File: src/rtl/count_arbiter.sv
// count_arbiter: two-requester round-robin arbiter that grants a shared
// mod-5 counter for one full run (Q = 0..4) at a time.
// The owner may give up the counter early by dropping its request.
// A run that finishes pulses DONE for one cycle. A run that is given up
// pulses ABORT for one cycle.
// Every output is driven directly by a flop.
module count_arbiter (
   input  logic       clk,
   input  logic       reset,
   input  logic [1:0] req,
   output logic [1:0] gnt,
   output logic [2:0] q,
   output logic       busy,
   output logic       owner,
   output logic       done,
   output logic       abort
);

   typedef enum logic {IDLE = 1'b0, RUN = 1'b1} state_t;

   localparam logic [2:0] Q_LAST = 3'd4;

   state_t     state_reg, state_next;
   logic [2:0] q_reg, q_next;
   logic [1:0] gnt_reg, gnt_next;
   logic       busy_reg, busy_next;
   logic       owner_reg, owner_next;
   logic       last_reg, last_next;
   logic       done_reg, done_next;
   logic       abort_reg, abort_next;
   logic       pick;

   // State and output registers; reset drops any run in progress without a pulse
   always_ff @(posedge clk or negedge reset) begin
      if (!reset) begin
         state_reg <= IDLE;
         q_reg     <= 3'd0;
         gnt_reg   <= 2'b00;
         busy_reg  <= 1'b0;
         owner_reg <= 1'b0;
         last_reg  <= 1'b1;   // so that the first contended grant goes to requester 0
         done_reg  <= 1'b0;
         abort_reg <= 1'b0;
      end else begin
         state_reg <= state_next;
         q_reg     <= q_next;
         gnt_reg   <= gnt_next;
         busy_reg  <= busy_next;
         owner_reg <= owner_next;
         last_reg  <= last_next;
         done_reg  <= done_next;
         abort_reg <= abort_next;
      end
   end

   // Next-state logic: arbitrate in IDLE, count or terminate in RUN
   always_comb begin
      state_next = state_reg;
      q_next     = q_reg;
      gnt_next   = gnt_reg;
      busy_next  = busy_reg;
      owner_next = owner_reg;
      last_next  = last_reg;
      done_next  = 1'b0;
      abort_next = 1'b0;
      pick       = 1'b0;

      case (state_reg)
         IDLE: begin
            q_next    = 3'd0;
            gnt_next  = 2'b00;
            busy_next = 1'b0;
            if (req != 2'b00) begin
               // Under contention, grant the requester that did not run last
               pick       = (req == 2'b11) ? ~last_reg : req[1];
               state_next = RUN;
               gnt_next   = pick ? 2'b10 : 2'b01;
               owner_next = pick;
               busy_next  = 1'b1;
            end
         end
         RUN: begin
            if (!req[owner_reg]) begin
               // The owner gave up the counter, possibly on its very last count
               state_next = IDLE;
               q_next     = 3'd0;
               gnt_next   = 2'b00;
               busy_next  = 1'b0;
               last_next  = owner_reg;
               abort_next = 1'b1;
            end else if (q_reg == Q_LAST) begin
               state_next = IDLE;
               q_next     = 3'd0;
               gnt_next   = 2'b00;
               busy_next  = 1'b0;
               last_next  = owner_reg;
               done_next  = 1'b1;
            end else begin
               q_next = q_reg + 3'd1;
            end
         end
         default: begin
            state_next = IDLE;
            q_next     = 3'd0;
            gnt_next   = 2'b00;
            busy_next  = 1'b0;
         end
      endcase
   end

   assign gnt   = gnt_reg;
   assign q     = q_reg;
   assign busy  = busy_reg;
   assign owner = owner_reg;
   assign done  = done_reg;
   assign abort = abort_reg;

endmodule

File: config.mk
export PLATFORM = sky130hd
export DESIGN_NAME = count_arbiter
export DESIGN_NICKNAME = d
export VERILOG_FILES = /design/src/rtl/count_arbiter.sv
export SDC_FILE = /design/constraint.sdc
export NUM_CORES = 1
export LEC_CHECK = 0
export ABC_AREA = 0
export CORE_MARGIN = 10
export CORE_UTILIZATION = 34
export CTS_BUF_LIST = sky130_fd_sc_hd__clkbuf_8
export DETAILED_ROUTE_END_ITERATION = 7
export PLACE_DENSITY = 0.71
export SLEW_MARGIN = 20
export SYNTH_ARGS = -nofsm -noshare
export SYNTH_HDL_FRONTEND = slang
export SYNTH_SLANG_ARGS = --single-unit
File: constraint.sdc
create_clock -name clk -period 1.75 [get_ports clk]
set_input_delay 0.35 -clock clk [delete_from_list [all_inputs] [get_ports clk]]
set_output_delay 0.35 -clock clk [all_outputs]
set_load 0.005 [all_outputs]
# Word level (Yosys, flattened, before mapping)
# Index checks and enable logic that the tools add are counted.
[word_totals]
regBits = 11
input_bits = 4
output_inout_bits = 9
elab_cells = 44
[op_classes]
addsub = 1
n_lt_le_gt_ge = 1
eq_ne = 4
n_mux = 25
n_bitwise = 2
n_reduce_logical = 3
[ops]
columns = ["operator", "n"]
rows = [
  ["1-bit 2-to-1 mux", 15],
  ["2-bit 2-to-1 mux", 4],
  ["3-bit 2-to-1 mux", 2],
  ["3-bit case mux with 2 select lines", 1],
  ["1-bit case mux with 2 select lines", 2],
  ["2-bit case mux with 2 select lines", 1],
  ["2-bit AND reduction", 2],
  ["3-bit by 1-bit adder with 3-bit output (second input constant)", 1],
  ["3-bit equality test (second input constant)", 1],
  ["3-bit by 2-bit inequality test with 1-bit output (second input constant)", 1],
  ["2-bit equality test (second input constant)", 1],
  ["1-bit by 2-bit < comparator with 1-bit output (second input constant)", 1],
  ["2-bit by 1-bit inequality test with 1-bit output (second input constant)", 1],
  ["1-bit NOT", 2],
  ["2-bit nonzero test", 1],
]

# Depth between registers and ports, before layout
[depth]
word_depth = 5
ltp_mapped = 5
depth_no_buf = 5

# Least setup slack after synthesis
# OpenSTA, ideal clock, no wires.
[synth_path]
kind = "flip-flop to flip-flop"
from = "register q_reg[0] (netlist: q[0])"
to = "register gnt_reg[0] (netlist: gnt[0])"
setup_ns = 0.080
t_arrival_ns = 1.005
t_required_ns = 1.670
path_slack_ns = 0.666
path_stages_with_launch = 6
path_buffers = 0
synth_period_minus_slack_ns = 1.084
path_cell_list = "dfrtp_1 -> inv_1 -> ha_1 -> nand2_1 -> nand3_4 -> o22ai_2"
[synth_between]
elab_chain_len = 2
[synth_lines]
columns = ["item", "line_no", "text"]
rows = [
  ["start, declared", "24", "logic [2:0] q_reg, q_next;"],
  ["start signal, assigned", "46", "q_reg <= q_next;"],
  ["3-bit equality test", "91", "end else if (q_reg == Q_LAST) begin"],
  ["3-bit by 2-bit inequality test with 1-bit output (no line)", "-", ""],
  ["end signal, assigned", "47", "gnt_reg <= gnt_next;"],
  ["end, declared", "25", "logic [1:0] gnt_reg, gnt_next;"],
]
# Every way passes these cells.
# A chain may end at the register's enable or synchronous reset.

# Worst setup path in the final report
[layout_path]
from = "register owner_reg (netlist: owner)"
to = "output port owner"
[layout_rtl]
columns = ["item", "line_no", "text"]
rows = [
  ["start, declared", "27", "logic owner_reg, owner_next;"],
  ["start signal, assigned", "49", "owner_reg <= owner_next;"],
  ["end, declared", "14", "output logic owner,"],
]
# No word-level cell between the ends.

==> metrics <==
CTS buffer count 3; vias per cell 4.78; register bit total from synthesis 11; Core Area 1330 µm²; GRT Resource Usage Total 0.0624; critical path buffer and inverter count 1; Final Hold Viols 0; Gate power share 0.365; I/O pins 13; Layout Skew 5.06 ps; synthesized area 488 µm²; CTS Root Buffer Type clkbuf_8; worst-case vdd ir drop 595 µV; P_sw 0.000346 W; arrival time at the worst endpoint 1200 ps; Resize count post-CTS 0; FP Rows 13; initial core utilization 0.366; number of nets still failing antenna checks after routing 0; worst hold path class in2async; Slew Viols, Final 0; via count 363; worst slew pin tran 463 ps; r2r startpoint q[0]$_DFF_PN0_; Sw Share 0.321; worst skew pair latency 240 ps; Die Wd 57.9 µm; Setup crit start kind flip-flop; Ant. Diodes 0; count of cell types in the netlist 17; Crit-path slowest cell clkdlybuf4s50_1; Iter 0 DRT Violations 4; WL per Instance 12.5 µm; Layout area overhead 37.7%; H-tree depth 1; Pleak 0.316 nW; global-route wire length before repair 1590 µm; Pwr Density 1610 nW/µm²; Mean Syn Cell Area 10.8 µm²; setup violators final 0; clock share of power 0.229; first-pass detailed-route iteration total 3; Pint 0.000732 W; max_cap viols 0; hold_buf cts 0; worst relative slew slack 0.690; sequential share of power 0.406; CTS tree built; share of layout cells above drive strength 1 0.148; CP Capture Type primary output; vias in the first global route 361; die area 3350 µm²; nets@finish 68; total DRC errors in the routed layout 0; Post-Place Setup Slack 251 ps; RSZ-0062 raised after global routing false; dpl hpwl 762 µm; Worst path top cell family by delay buffers and inverters; Max FO, Critical Path 5; I/O Buffers 12; Req. time, crit path 1400 ps; yosys warns 0; CTS max path bufs 2; Sink Count 11; fin crit period 1550 ps; Gate Count Post-Synth 45; initial antenna violation count 0; Worst Setup SP owner$_DFFE_PN0P_; WS Path Type reg2out; register area share after synthesis 0.567; Die Y 57.9 µm; GRT Residual Overflow 0; Worst path max stage delay 540 ps; outcome finished, final reports clean; global placement routability congestion 0.733; Area after DPL 627 µm²; fmax 647 MHz; buffer count from post-CTS setup fixing 0; cell chain of the critical path clkdlybuf4s50_1; Mapped Nets 51; Post-Route WL 948 µm; Final period util 0.883; fin area 672 µm²; max FFs per register 3; worst setup margin 205 ps; pin count of the biggest net entering global routing 12; Worst-path clk slew 50 ps; Sum Neg Setup Slack 0 ps
[Yosys cell counts (all sizes together)]
library cell  instances  share of area
nand3                 4          0.067
and3                  1          0.013
nor2                  4          0.031
dfrtp                10           0.51
a21o                  1          0.015
nor2b                 1          0.013
inv                   6          0.046
ha                    2          0.051
mux2                  1          0.031
o22ai                 1          0.026
nand2b                1          0.013
xnor2                 1          0.018
nand2                 7          0.054
dfstp                 1          0.054
o21ai                 4          0.056
[metrics by stage]
| step | hold WS [ps] | total power, W | utilization | cells |
|---|---|---|---|---|
| after floorplan | 54.4 | 0.000637 | - | 45 |
| after global placement | 493 | 0.000838 | 0.470 | 72 |
| after detailed placement | 495 | 0.000849 | 0.470 | 72 |
| after CTS | 463 | 0.00110 | 0.504 | 76 |
| after global routing | 481 | 0.00118 | 0.504 | 76 |
| final | 432 | 0.00108 | 0.504 | 76 |
[cell type report]
| type | count | area, µm² |
|---|---|---|
| flip-flops and latches | 11 | 277 |
| clock inverters | 1 | 3.75 |
| well taps | 15 | 18.8 |
| inverters | 6 | 22.5 |
| clock buffers | 3 | 41.3 |
| multi-input cells | 28 | 189 |
| fillers | 126 | 662 |
| repair buffers | 12 | 120 |
[cells by family (layout without fill, tap and decap cells)]
family / after synthesis / count (layout) / share of synthesized area
simple gates: 18 / 18 / 0.190
fa+ha+maj: 2 / 2 / 0.0513
mux: 1 / 1 / 0.0308
compound gates: 6 / 6 / 0.0974
buf+inv: 6 / 22 / 0.0462
flops: 11 / 11 / 0.567
xor+xnor: 1 / 1 / 0.0180
[placed cells by master, fill, tap and decap left out]
cell type / count
and3_1: 1
mux2_4: 1
nand2b_1: 1
clkbuf_8: 3
ha_1: 2
xnor2_1: 1
a21o_1: 1
nand2_1: 7
clkdlybuf4s50_1: 12
nor2_1: 4
o22ai_2: 1
nand3_4: 1
nand3_1: 3
dfrtp_1: 10
o21ai_0: 2
inv_1: 7
nor2b_1: 1
o21ai_2: 2
dfstp_2: 1
[routing by layer]
| layer | GRT usage | share of wire | vias up | wire, µm |
|---|---|---|---|---|
| met1 | 0.0571 | 0.36 | 172 | 346 |
| li1 | - | - | 176 | - |
| met5 | 0 | 0 | - | 0 |
| met3 | 0.0283 | 0.095 | 4 | 90 |
| met4 | 0.0604 | 0.042 | 0 | 40 |
| met2 | 0.0997 | 0.50 | 11 | 470 |
[final timing paths]
check,end,slack (ps),depth (start not counted)
max,owner,200,1
min,gnt[0]$_DFFE_PN0P_,430,1
max reg2reg,gnt[0]$_DFFE_PN0P_,610,5
min reg2reg,q[0]$_DFF_PN0_,490,1
max in group asynchronous,last_reg$_DFFE_PN1P_,980,1
min in group clk,q[0]$_DFF_PN0_,490,1
[power by group through the flow]
stage | Combinational, W | Sequential, W | Clock (W)
2_1_floorplan | 0.000199 | 0.000438 | 0
3_5_place_dp | 0.000407 | 0.000442 | 0
4_1_cts | 0.000409 | 0.000439 | 0.000254
5_1_grt | 0.000451 | 0.000458 | 0.000270
6_report | 0.000394 | 0.000438 | 0.000247
3_3_place_gp | 0.000398 | 0.000440 | 0
(Power assumes the default switching activity.)
